[config.mk]
export PLATFORM = sky130hd
export DESIGN_NAME = empty_ptr_storage
export DESIGN_NICKNAME = d
export VERILOG_FILES = /design/src/rtl/empty_ptr_storage.sv
export SDC_FILE = /design/constraint.sdc
export NUM_CORES = 1
export LEC_CHECK = 0
export BUFFER_PORTS_ARGS = -buffer_cell sky130_fd_sc_hd__buf_2
export CAP_MARGIN = 40
export CORE_ASPECT_RATIO = 2
export CORE_UTILIZATION = 41
export CTS_CLUSTER_SIZE = 28
export DETAILED_ROUTE_END_ITERATION = 10
export GPL_TIMING_DRIVEN = 0
export PLACE_DENSITY = 0.56
export SYNTH_ARGS = -nofsm -noshare
export SYNTH_HDL_FRONTEND = slang
export SYNTH_SLANG_ARGS = --single-unit
[constraint.sdc]
create_clock -name clk_i -period 4.2 [get_ports clk_i]
set_clock_uncertainty 0.2 [all_clocks]
set_input_delay 0.21 -clock clk_i [delete_from_list [all_inputs] [get_ports clk_i]]
set_output_delay 0.21 -clock clk_i [all_outputs]
set_load 0.02 [all_outputs]
[src/rtl/empty_ptr_storage.sv]
// Free-address allocator for the data table: presents one free address at a time,
// recycles released addresses through a FIFO and serves untouched addresses from a counter.
module empty_ptr_storage #(
   parameter int A_WIDTH = 3
) (
   input  logic               clk_i,
   input  logic               rst_i,
   output logic [A_WIDTH-1:0] empty_addr_o,
   output logic               empty_addr_val_o,
   input  logic               empty_addr_rd_ack_i,
   input  logic [A_WIDTH-1:0] add_empty_ptr_i,
   input  logic               add_empty_ptr_en_i,
   output logic [A_WIDTH:0]   free_cnt_o,
   output logic               err_ack_no_val_o,
   output logic               err_overflow_o
);

   localparam int             DEPTH   = 2 ** A_WIDTH;
   localparam logic [A_WIDTH:0] DEPTH_W = (A_WIDTH + 1)'(DEPTH);

   logic [A_WIDTH-1:0] out_addr_q, out_addr_d;
   logic               out_val_q, out_val_d;
   logic [A_WIDTH:0]   fresh_cnt_q, fresh_cnt_d;
   logic [A_WIDTH-1:0] wr_ptr_q, wr_ptr_d;
   logic [A_WIDTH-1:0] rd_ptr_q, rd_ptr_d;
   logic [A_WIDTH:0]   fifo_cnt_q, fifo_cnt_d;
   logic               err_ack_q, err_ack_d;
   logic               err_ovf_q, err_ovf_d;
   logic [A_WIDTH-1:0] mem_q [DEPTH];

   logic               ack_ok;
   logic               add_ok;
   logic               fifo_rd;
   logic               fresh_rd;
   logic [A_WIDTH:0]   free_cnt;

   always_comb begin
      // NOTE: every combinational output gets a default first so no path infers a latch.
      out_addr_d  = out_addr_q;
      out_val_d   = out_val_q;
      fresh_cnt_d = fresh_cnt_q;
      wr_ptr_d    = wr_ptr_q;
      rd_ptr_d    = rd_ptr_q;
      fifo_cnt_d  = fifo_cnt_q;

      free_cnt = fifo_cnt_q + (DEPTH_W - fresh_cnt_q) + {{A_WIDTH{1'b0}}, out_val_q};
      ack_ok   = empty_addr_rd_ack_i && out_val_q;
      add_ok   = add_empty_ptr_en_i && (free_cnt != DEPTH_W);
      // Refill looks only at pre-edge state: an add in the same edge is served next time.
      fifo_rd  = !out_val_q && (fifo_cnt_q != '0);
      fresh_rd = !out_val_q && (fifo_cnt_q == '0) && (fresh_cnt_q != DEPTH_W);

      if (fifo_rd) begin
         out_addr_d = mem_q[rd_ptr_q];
         out_val_d  = 1'b1;
         rd_ptr_d   = rd_ptr_q + A_WIDTH'(1);
      end else if (fresh_rd) begin
         out_addr_d  = fresh_cnt_q[A_WIDTH-1:0];
         out_val_d   = 1'b1;
         fresh_cnt_d = fresh_cnt_q + (A_WIDTH + 1)'(1);
      end else if (ack_ok) begin
         out_val_d = 1'b0;
      end

      if (add_ok) begin
         wr_ptr_d = wr_ptr_q + A_WIDTH'(1);
      end

      case ({add_ok, fifo_rd})
         2'b10:   fifo_cnt_d = fifo_cnt_q + (A_WIDTH + 1)'(1);
         2'b01:   fifo_cnt_d = fifo_cnt_q - (A_WIDTH + 1)'(1);
         default: fifo_cnt_d = fifo_cnt_q;
      endcase

      err_ack_d = err_ack_q || (empty_addr_rd_ack_i && !out_val_q);
      err_ovf_d = err_ovf_q || (add_empty_ptr_en_i && !add_ok);
   end

   // NOTE: sequential state uses non-blocking assignments so all flops update together.
   always_ff @(posedge clk_i or posedge rst_i) begin
      if (rst_i) begin
         out_addr_q  <= '0;
         out_val_q   <= 1'b0;
         fresh_cnt_q <= '0;
         wr_ptr_q    <= '0;
         rd_ptr_q    <= '0;
         fifo_cnt_q  <= '0;
         err_ack_q   <= 1'b0;
         err_ovf_q   <= 1'b0;
      end else begin
         out_addr_q  <= out_addr_d;
         out_val_q   <= out_val_d;
         fresh_cnt_q <= fresh_cnt_d;
         wr_ptr_q    <= wr_ptr_d;
         rd_ptr_q    <= rd_ptr_d;
         fifo_cnt_q  <= fifo_cnt_d;
         err_ack_q   <= err_ack_d;
         err_ovf_q   <= err_ovf_d;
      end
   end

   // NOTE: the FIFO storage has no reset; fifo_cnt guards every read so stale entries are never used.
   always_ff @(posedge clk_i) begin
      if (add_ok) begin
         mem_q[wr_ptr_q] <= add_empty_ptr_i;
      end
   end

   assign empty_addr_o     = out_addr_q;
   assign empty_addr_val_o = out_val_q;
   assign free_cnt_o       = free_cnt;
   assign err_ack_no_val_o = err_ack_q;
   assign err_overflow_o   = err_ovf_q;

endmodule
# Yosys cells after proc, flatten, opt, wreduce, memory -nomap -nowiden
# Memory sizes are Yosys's and may differ from the RTL's.
# Cells that the tools add are included.
# Widths: inputs -> output; s select.
classes:
  addsub: 8
  n_eq_ne: 4
  n_mux: 8
  bitwise_logic: 1
  n_reduce_logical: 17
op_table:
  columns: ["operator", "n"]
  rows:
  - ["$add 4x1->4 const B", 2]
  - ["$ne 4x4->1 const B", 2]
  - ["$pmux 4 s2", 1]
  - ["$logic_and 1x1->1", 7]
  - ["$add 3x1->3 const B", 2]
  - ["$mux 3", 2]
  - ["$mux 1", 5]
  - ["$add 4x1->4", 1]
  - ["$add 4x4->4", 1]
  - ["$logic_not 4->1", 1]
  - ["$reduce_bool 2->1", 2]
  - ["$reduce_bool 4->1", 1]
  - ["$sub 4x1->4 const B", 1]
  - ["$sub 4x4->4 const A", 1]
  - ["$reduce_bool 3->1", 1]
  - ["$eq 2x1->1 const B", 1]
  - ["$eq 2x2->1 const B", 1]
  - ["$logic_not 1->1", 2]
  - ["$logic_or 1x1->1", 2]
  - ["$reduce_and 2->1", 1]
  - ["$not 1->1", 1]
totals:
  regBits: 20
  mem_bits_rw: 24
  in_bits: 7
  out_inout_bits: 10
  word_cells: 47
  memories: 1
mem_list:
  columns: ["memory", "depth", "word_bits", "rd", "rd_ports_with_merged_regs", "wr", "line_no", "source"]
  rows:
  - ["mem_q", 8, 3, 1, 0, 1, "29", "logic [A_WIDTH-1:0] mem_q [DEPTH];"]

# Longest topological paths before layout
# Gate-level depths: netlist of the first run.
logic_depth:
  ltp_word: 8
  depth_mapped: 17
  ltp_nobuf: 16

# Least setup slack after synthesis of the first run
# OpenSTA, ideal clock, no wires.
synth_path:
  path_kind: "register to register"
  startpoint: "register fifo_cnt_q[0]"
  endpoint: "register fifo_cnt_q[3]"
  arrival_time_ns: 3.345
  required_ns: 3.921
  slack_ns: 0.576
  stages_incl_launch_ff: 16
  path_buffers: 1
  path_cell_list: "dfrtp_1 > inv_1 > ha_1 > inv_1 > ha_1 > inv_1 > fa_1 > nor2b_1 > o2111ai_1 > o211ai_2 > buf_6 > ha_1 > or3b_1 > a211o_1 > a21oi_1 > xor2_1"
synth_between:
  elab_chain_cells: 6
  word_cells_on_any_way: 12
  cone_classes: "4 x add/sub; 3 x eq/ne; 1 x mux; 4 x reduce/logical"
synth_rtl:
  columns: ["element", "line_no", "source"]
  rows:
  - ["start, declared", "26", "logic [A_WIDTH:0] fifo_cnt_q, fifo_cnt_d;"]
  - ["start signal, assigned", "96", "fifo_cnt_q <= fifo_cnt_d;"]
  - ["$add 4x4->4", "46", "free_cnt = fifo_cnt_q + (DEPTH_W - fresh_cnt_q) + {{A_WIDTH{1'b0}}, out_val_q};"]
  - ["$add 4x1->4", "46", null]
  - ["$ne 4x4->1", "48", "add_ok = add_empty_ptr_en_i && (free_cnt != DEPTH_W);"]
  - ["$logic_and 1x1->1", "48", null]
  - ["$eq 2x1->1 / $eq 2x2->1 (equally long branches)", "69", "case ({add_ok, fifo_rd})"]
  - ["$pmux 4 s2 / $reduce_bool 2->1 (equally long branches)", null, null]
# Parallel ways exist; a longest one is shown, timed or not.
# A chain may end at the register's enable or synchronous reset.

# Worst setup path after layout of the first run
# Same ends and word-level chain as after synthesis.

==> summary.md, run 1 <==
| Metric | Value |
|---|---|
| Outcome | finished clean |
| Min-Delay Endpoint | err_ack_no_val_o |
| Post-synth top area share | 0.326 |
| Clk buf depth | 2 |
| Largest cells by area after synthesis | edfxtp_1 33%, dfrtp_1 23%, ha_1 7.4%, mux4_2 6.1%, xnor2_1 3.2% |
| Distinct cells, synth | 40 |
| Cell Area, Synth | around 2200 sq um |
| DR iter-0 viols | 21 |
| Worst setup EP type | flip-flop |
| Crit path launch type | flip-flop |
| Placer Congestion | roughly 0.74 |
| Worst setup startpoint | fifo_cnt_q[0] |
| Worst Hold Class | flip-flop to flip-flop |
| Largest net degree at the start of global routing | 21 |
| Yosys warns | 0 |
| Number of setup violations in the final report | 0 |
| TritonCTS Buffers | 5 |
| Synth area leader | edfxtp_1 |
| R2R depth | 15 |
| Register area | 1220 sq um |
| R2R setup slack | about 0.3 ns |
| DRT Wirelength | between 3000 and 4000 microns |
| Worst r2r src | fifo_cnt_q[0] |
| Core box area | 5180 sq um |
| Routed Antenna Nets | 0 |
| Worst Path Required | around 4.2 ns |
| DPL Wire Length | 3070 microns |
| Reg clk slew, reported paths | roughly 0.090 ns |
| Initial antenna violation count | 0 |
| Cells after Synth | 156 |
| Relative slew slack | 0.484 |
| Final Hold Violating Endpoints | 0 |
| Crit Path Max Fanout | 11 |
| DR vias | between 1000 and 1500 |
| Drt wl/cell | 16.2 microns |
| I/O Buffers | 16 |
| Final period utilization | 0.928 |
| Ant diodes | 0 |
| All-layer global routing usage | 0.169 |
| Seq/Total Area, Yosys | 0.553 |
| First-pass GRT wire length | approximately 6700 microns |
| Setup Buffers After CTS | 0 |
| Max-capacitance violation count | 0 |
| Post-route DRC | 0 |
| Starting Density | 0.426 |
| Sum of negative setup slack | 0 ns |
| P&R area growth vs syn | 15.3% |
| Syn_area_per_cell | between 10 and 15 sq um |
| Synth Register Bits | 44 |
| Final Critical Period | between 3 and 4 ns |
| Slew Limit Fails | 0 |
| Latest clock arrival within the worst-skew pair | about 0.30 ns |
| Worst Tran Pin Value | 0.773 ns |
| CTS tree | built |
| RR Endpoint | fifo_cnt_q[3] |
| GRT overflow | 0 |
| Synth Net Count | between 150 and 200 |
| Hold path depth | 1 |
| Row count | 37 |
| RSZ-0062 raised after global routing | no |
| # fillers | roughly 450 |
| Crit path DAT | between 3 and 4 ns |
| CTS H-tree lvls | 2 |
| NumNets Final | 206 |
| Critical setup path kind | flip-flop to flip-flop |
| Area of the multi-input gates | slightly above 900 sq um |
| Clock sinks | between 40 and 50 |
| Chip height | between 100 and 150 microns |
| Die area | 5700 sq um |
| Layout cell share with drive strength beyond 1 | 0.258 |
| Clock Tree Root | clkbuf_8 |
| Vias in the first global route | roughly 1400 |
| # IOs | 17 |
| Die width | between 50 and 60 microns |
| DR pass1 iterations | 4 |
| Hold Crit Start | err_ack_no_val_o |
| Achievable Freq | ~260 MHz |
| Vias per cell | 5.37 |
-- how the worst max path moves through the flow --
stage	to	slack, ns	depth (start not counted)
after detailed placement	fifo_cnt_q[3]	0.21	15
after floorplan	fifo_cnt_q[3]	0.58	15
after global routing	fifo_cnt_q[3]	0.04	15
after global placement	fifo_cnt_q[3]	0.32	15
final	fifo_cnt_q[3]	0.30	15
after CTS	fifo_cnt_q[3]	0.18	15
-- cell usage after synthesis, drive strengths merged --
master and number:
edfxtp 24, dfrtp 20, inv 15, ha 13
xnor2 8, buf 7, mux4 6, o21ai 6
xor2 6, nand2 5, a21oi 4, nor2 4
a21o 3, mux2 3, nand3b 3, nor4b 3
o2111ai 3, a22oi 2, mux2i 2, nor2b 2
nor4 2, a211o 1, a211oi 1, a41o 1
and3 1, and3b 1, fa 1, nand3 1
nand4 1, nor3 1, nor3b 1, nor4bb 1
o211ai 1, or2 1, or3b 1, xnor3 1
-- critical path: stages (launching register included) --
cell	delay (ns)
dfrtp_2	0.45
inv_1	0.09
ha_1	0.22
inv_1	0.07
ha_1	0.18
inv_1	0.06
fa_1	0.50
nor2b_2	0.21
o2111ai_1	0.17
o211ai_2	0.21
buf_6	0.20
ha_1	0.26
or3b_1	0.36
a211o_1	0.30
a21oi_1	0.17
xor2_1	0.15
-- sequential cells by signal (all words and copies together) (netlist names) --
register / count
rd_ptr_q: 3
fifo_cnt_q: 4
mem_q: 24
fresh_cnt_q: 4
empty_addr_val_o: 1
wr_ptr_q: 3
empty_addr_o: 3
err_ack_no_val_o: 1
err_overflow_o: 1
-- stage by stage --
stage | cell area (sq um) | util | cells | setup slack, ns | hold WS, ns
6_report | 2550 | 0.492 | 244 | 0.302 | 0.260
5_1_grt | 2550 | 0.492 | 244 | 0.0381 | 0.292
4_1_cts | 2540 | 0.489 | 244 | 0.176 | 0.268
3_5_place_dp | 2360 | 0.456 | 230 | 0.210 | 0.197
3_3_place_gp | 2360 | 0.456 | 230 | 0.319 | 0.178
2_1_floorplan | 2210 | - | 156 | 0.576 | -0.0262
-- metal layers --
layer	vias up	GRT usage	wire length [microns]
met5	-	0	0
met4	0	0.0883	151
met3	10	0.0404	97
met2	21	0.312	2340
met1	657	0.155	1370
li1	622	-	-
-- final cells by class --
type / count / share of cell area
plain buffers: 7 / 0.0142
clock buffers: 5 / 0.0270
clock inverters: 3 / 0.0182
inverters: 15 / 0.0221
multi-input cells: 90 / 0.355
flip-flops and latches: 44 / 0.480
well taps: 58 / 0.0285
repair buffers: 22 / 0.0550
-- placed cells by master (no fill, tap or decap), drive strengths merged, types with 5 or more instances in the layout --
cell type / count
buf: 23
clkbuf: 5
dfrtp: 20
dlygate4sd3: 6
edfxtp: 24
ha: 13
inv: 16
mux4: 6
nand2: 5
o21ai: 6
xnor2: 8
xor2: 6
-- cell families (layout without fill, tap and decap cells) --
| logic type | after synthesis | after routing | share of synthesized area |
|---|---|---|---|
| xor gates and xnor gates | 15 | 15 | 0.0663 |
| AOI/OAI and AO/OA | 22 | 22 | 0.0719 |
| buffers and inverters | 22 | 52 | 0.0419 |
| adders and majority gates | 14 | 14 | 0.0827 |
| muxes | 11 | 11 | 0.0855 |
| and+or+nand+nor | 28 | 28 | 0.0991 |
| DFF | 44 | 44 | 0.553 |
-- what timing repair did --
action / in CTS / in global routing
hold endpoints to repair: 47 / 0
setup endpoints to repair: 0 / 2
gates resized for setup: 0 / 3
hold buffers: 6 / 0
Power of run 1 is left out: the tool's default activity adds up to more than one toggle a clock period on the data nets, which glitch-free logic cannot reach.
==> run 2, diff against run 1 <==
--- a/config.mk
+++ b/config.mk
@@ -12,6 +12,7 @@
 export CTS_CLUSTER_SIZE = 28
 export DETAILED_ROUTE_END_ITERATION = 10
 export GPL_TIMING_DRIVEN = 0
+export MAX_ROUTING_LAYER = met4
 export PLACE_DENSITY = 0.56
 export SYNTH_ARGS = -nofsm -noshare
 export SYNTH_HDL_FRONTEND = slang
==> summary.md, run 2 (synthesized netlist as in run 1, its figures left out) <==
| Metric | Value |
|---|---|
| Register area | around 1200 sq um |
| Largest registers | mem_q (24), fifo_cnt_q (4), fresh_cnt_q (4) |
| Vias per cell | 5.36 |
| Crit-path max cell delay | 0.50 ns |
| Design area | approximately 2500 sq um |
| Post-route DRC | 0 |
| Worst Tran Pin Value | around 0.77 ns |
| All-layer global routing usage | 0.174 |
| Crit-path cells | inv_1 > ha_1 > inv_1 > ha_1 > inv_1 > fa_1 > nor2b_2 > o2111ai_1 > o211ai_2 > buf_6 > ha_1 > or3b_1 > a211o_1 > a21oi_1 > xor2_1 |
| # fillers | approximately 450 |
| Slew Limit Fails | 0 |
| Largest net degree at the start of global routing | 21 |
| Initial antenna violation count | 0 |
| DR pass1 iterations | 4 |
| DR vias | 1309 |
| Vias in the first global route | 1400 |
| CTS H-tree lvls | 2 |
| Die width | ~54 microns |
| Relative slew slack | 0.486 |
| Area of the multi-input gates | 906 sq um |
| Setup Buffers After CTS | 0 |
| Worst setup EP type | flip-flop |
| Dpl cell area | about 2400 sq um |
| Sum of negative setup slack | 0 ns |
| P&R area growth vs syn | 15.3% |
| R2R depth | 15 |
| Crit Path Max Fanout | 11 |
| Final Critical Period | approximately 3.9 ns |
| Number of flip-flops in the largest register | 24 |
| DPL Wire Length | between 3000 and 4000 microns |
| Highest-count cells in the layout ignoring fill and taps | 24 x edfxtp_1, 19 x dfrtp_1, 18 x buf_2 |
| Ant diodes | 0 |
| Min-Delay Endpoint | err_ack_no_val_o |
| Hold path depth | 1 |
| CTS tree | built |
| Commonest non-fill, non-tap cell in the layout | edfxtp_1 |
| Die area | 5700 sq um |
| Max stage delay cell, worst path | fa_1 |
| Routed Antenna Nets | 0 |
| Hold Crit Start | err_ack_no_val_o |
| I/O Buffers | 16 |
| Placement-stage worst setup slack | around 0.21 ns |
| RR Endpoint | fifo_cnt_q[3] |
| Row count | 37 |
| Latest clock arrival within the worst-skew pair | approximately 0.30 ns |
| TritonCTS Buffers | 5 |
| Final period utilization | 0.928 |
| Top reg by flops | mem_q |
| Placer Congestion | ~0.75 |
| First-pass GRT wire length | roughly 6700 microns |
| Chip height | 106 microns |
| Crit path DAT | 3.93 ns |
| Worst Path Required | 4.24 ns |
| Crit path launch type | flip-flop |
| Starting Density | 0.426 |
| Max-capacitance violation count | 0 |
| Outcome | finished clean |
| Reg clk slew, reported paths | roughly 0.090 ns |
| Core box area | between 5000 and 6000 sq um |
| Clk buf depth | 2 |
| RSZ-0062 raised after global routing | no |
| # IOs | 17 |
| Clock sinks | 44 |
| Achievable Freq | ~260 MHz |
| Critical setup path kind | flip-flop to flip-flop |
| NumNets Final | 206 |
| Layout cell share with drive strength beyond 1 | 0.258 |
| R2R setup slack | approximately 0.3 ns |
| Final Hold Violating Endpoints | 0 |
| Worst Hold Class | flip-flop to flip-flop |
| Worst r2r src | fifo_cnt_q[0] |
| GRT overflow | 0 |
| DRT Wirelength | just under 4000 microns |
| Clock Tree Root | clkbuf_8 |
| Final worst setup slack | around 0.30 ns |
| Number of setup violations in the final report | 0 |
| DR iter-0 viols | 26 |
| Drt wl/cell | 16.2 microns |
## run 2: cell counts in the layout (fill, tap and decap cells not counted)
No cell type changed its count.
## run 2: layout make-up
| type | count | share of cell area |
|---|---|---|
| sequential | 44 | 0.480 |
| multi-input combinational | 90 | 0.355 |
| timing repair buffer | 22 | 0.0550 |
| tap | 58 | 0.0285 |
| clock buffer | 5 | 0.0270 |
| inverter | 15 | 0.0221 |
| clock inverter | 3 | 0.0182 |
| buffer | 7 | 0.0142 |
## run 2: worst max path at each step
stage | from | end
6_report | fifo_cnt_q[0] | fifo_cnt_q[3]
2_1_floorplan | fifo_cnt_q[0] | fifo_cnt_q[3]
4_1_cts | fifo_cnt_q[0] | fifo_cnt_q[3]
5_1_grt | fifo_cnt_q[0] | fifo_cnt_q[3]
3_5_place_dp | fifo_cnt_q[0] | fifo_cnt_q[3]
3_3_place_gp | fifo_cnt_q[0] | fifo_cnt_q[3]
## run 2: what timing repair did
action / CTS / global route
endpoints found under the setup margin: 0 / 2
hold buffers: 6 / 0
hold endpoints to repair: 47 / 0
resized for setup: 0 / 3
## run 2: layer usage
layer | vias up | global-route usage | routed length (microns)
li1 | 622 | - | -
met1 | 656 | 0.157 | 1400
met2 | 21 | 0.311 | 2320
met3 | 10 | 0.0404 | 95
met4 | 0 | 0.0883 | 151
met5 | - | - | 0
## run 2: metrics by stage
step / utilization / cells / hold slack [ns]
6_report: 0.492 / 244 / 0.260
5_1_grt: 0.492 / 244 / 0.291
4_1_cts: 0.489 / 244 / 0.268
3_5_place_dp: 0.456 / 230 / 0.197
3_3_place_gp: 0.456 / 230 / 0.178
2_1_floorplan: - / 156 / -0.0262
## run 2: critical path, delay by kind of cell, from the launching register on
kind / cells / cell delay (ns)
adder cells (fa/ha/maj): 4 / 1.16
AO/OA/AOI/OAI: 4 / 0.85
AND/OR/NAND/NOR: 2 / 0.57
flip-flops: 1 / 0.45
buffers and inverters: 4 / 0.42
XOR/XNOR: 1 / 0.15
Power of run 2 is left out for the same reason.
==> run 3, diff against run 2 <==
--- a/config.mk
+++ b/config.mk
@@ -8,12 +8,13 @@
 export BUFFER_PORTS_ARGS = -buffer_cell sky130_fd_sc_hd__buf_2
 export CAP_MARGIN = 40
 export CORE_ASPECT_RATIO = 2
+export CORE_MARGIN = 2
 export CORE_UTILIZATION = 41
 export CTS_CLUSTER_SIZE = 28
 export DETAILED_ROUTE_END_ITERATION = 10
 export GPL_TIMING_DRIVEN = 0
 export MAX_ROUTING_LAYER = met4
-export PLACE_DENSITY = 0.56
+export PLACE_DENSITY = 0.58
 export SYNTH_ARGS = -nofsm -noshare
 export SYNTH_HDL_FRONTEND = slang
 export SYNTH_SLANG_ARGS = --single-unit
==> constraint.sdc (replaced) <==
create_clock -name clk_i -period 3.5 [get_ports clk_i]
set_clock_uncertainty 0.2 [all_clocks]
set_input_delay 0.175 -clock clk_i [delete_from_list [all_inputs] [get_ports clk_i]]
set_output_delay 0.175 -clock clk_i [all_outputs]
set_load 0.02 [all_outputs]
==> summary.md, run 3 (synthesized netlist as in run 1, its figures left out) <==
| Metric | Value |
|---|---|
| First-pass GRT wire length | 7120 microns |
| GRT overflow | 0 |
| Die area | around 6000 sq um |
| Drt wl/cell | 16.6 microns |
| Final period utilization | 0.985 |
| Crit-path cells | inv_2 > ha_4 > inv_4 > ha_4 > inv_2 > fa_2 > nor2b_4 > o2111ai_4 > o211ai_2 > buf_6 > ha_4 > or3b_1 > a211o_1 > a21oi_2 > xor2_1 |
| Clock sinks | 44 |
| Worst setup EP type | flip-flop |
| Row count | 37 |
| Crit path DAT | 3.48 ns |
| Largest registers | mem_q (24), fifo_cnt_q (4), fresh_cnt_q (4) |
| P&R area growth vs syn | 24.0% |
| DR vias | ~1400 |
| Crit-path max cell delay | approximately 0.53 ns |
| CTS H-tree lvls | 2 |
| Post-route DRC | 0 |
| Final Critical Period | around 3.4 ns |
| TritonCTS Buffers | 5 |
| Clk buf depth | 2 |
| Initial antenna violation count | 0 |
| Placer Congestion | between 0.8 and 0.9 |
| Highest-count cells in the layout ignoring fill and taps | 24 x edfxtp_1, 18 x buf_2, 18 x dfrtp_1 |
| CP top delay family | adder cells |
| Outcome | finished clean |
| # IOs | 17 |
| Ant diodes | 0 |
| Latest clock arrival within the worst-skew pair | approximately 0.30 ns |
| Crit Path Max Fanout | 3 |
| Worst Tran Pin Value | ~0.77 ns |
| Crit path launch type | flip-flop |
| Chip height | between 100 and 150 microns |
| Starting Density | 0.426 |
| DR iter-0 viols | 33 |
| Worst path buffer plus inverter count | 4 |
| Final hold slack | roughly 0.26 ns |
| Layout cell share with drive strength beyond 1 | 0.370 |
| Relative slew slack | 0.484 |
| Number of flip-flops in the largest register | 24 |
| Commonest non-fill, non-tap cell in the layout | edfxtp_1 |
| Vias per cell | roughly 5.3 |
| Final Hold Violating Endpoints | 0 |
| Clock Tree Root | clkbuf_8 |
| Max stage delay cell, worst path | fa_2 |
| RSZ-0062 raised after global routing | yes |
| I/O Buffers | 16 |
| CTS tree | built |
| Worst Hold Class | flip-flop to flip-flop |
| DPL Wire Length | ~3100 microns |
| NumNets Final | 220 |
| CP most frequent cell | ha_4 |
| Reg clk slew, reported paths | about 0.080 ns |
| Slew Limit Fails | 0 |
| Largest net degree at the start of global routing | 21 |
| Vias in the first global route | approximately 1500 |
| Critical setup path kind | flip-flop to flip-flop |
| DRT Wirelength | about 4300 microns |
| Max-capacitance violation count | 0 |
| All-layer global routing usage | 0.162 |
| Worst Path Required | between 3 and 4 ns |
| Top reg by flops | mem_q |
| Routed Antenna Nets | 0 |
| DR pass1 iterations | 5 |
| Core box area | a little over 5000 sq um |
| Number of setup violations in the final report | 0 |
| Die width | 55.9 microns |
| Achievable Freq | roughly 290 MHz |
## run 3: stage by stage
| step | setup slack (ns) | TNS [ns] | utilization | std cells | instance area, sq um |
|---|---|---|---|---|---|
| after floorplan | 0.0166 | 0 | - | 156 | 2240 |
| after global placement | -0.171 | -0.220 | 0.462 | 230 | 2400 |
| after detailed placement | -0.271 | -0.535 | 0.462 | 230 | 2400 |
| after CTS | 0.0255 | 0 | 0.513 | 253 | 2660 |
| after global routing | -0.0841 | -0.136 | 0.528 | 258 | 2740 |
| final | 0.0510 | 0 | 0.528 | 258 | 2740 |
## run 3: routing by layer
layer	up-vias	track usage	wire, microns
li1	650	-	-
met1	699	0.142	1460
met2	18	0.318	2610
met3	8	0.0300	99
met4	0	0.0816	106
met5	-	-	0
## run 3: final timing paths
kind                                  start          endpoint  slack, ns  cells past startpoint
max                           fifo_cnt_q[0]     fifo_cnt_q[3]       0.05                     15
min                        err_ack_no_val_o  err_ack_no_val_o       0.26                      1
max reg2reg                   fifo_cnt_q[0]     fifo_cnt_q[3]       0.05                     15
min reg2reg                err_ack_no_val_o  err_ack_no_val_o       0.26                      1
max in group asynchronous             rst_i     fifo_cnt_q[1]       2.22                      3
min in group asynchronous             rst_i     fifo_cnt_q[2]       0.35                      3
## run 3: area by class of cell
class | instances | area, sq um
clock inverters | 3 | 46.3
fillers | 438 | 2440
repair buffers | 36 | 245
multi-input cells | 90 | 988
plain buffers | 7 | 36.3
well taps | 58 | 72.6
inverters | 15 | 58.8
flip-flops and latches | 44 | 1220
clock buffers | 5 | 68.8
## run 3: repair_timing
action	CTS	global route
endpoints found under the hold margin	48	0
endpoints found under the setup margin	3	2
cloned	0	0
buffers inserted	9	5
pin swaps	4	5
gates resized for setup	5	9
hold buffers	6	0
## run 3: worst register-to-register path: cells and delay by family (launching register included)
| kind | cells | cell delay, ns |
|---|---|---|
| AOI/OAI and AO/OA | 4 | 0.79 |
| and+or+nand+nor | 2 | 0.53 |
| adders and majority gates | 4 | 0.99 |
| DFF | 1 | 0.40 |
| buffers and inverters | 4 | 0.32 |
| xor gates and xnor gates | 1 | 0.14 |
Power of run 3 is left out for the same reason.
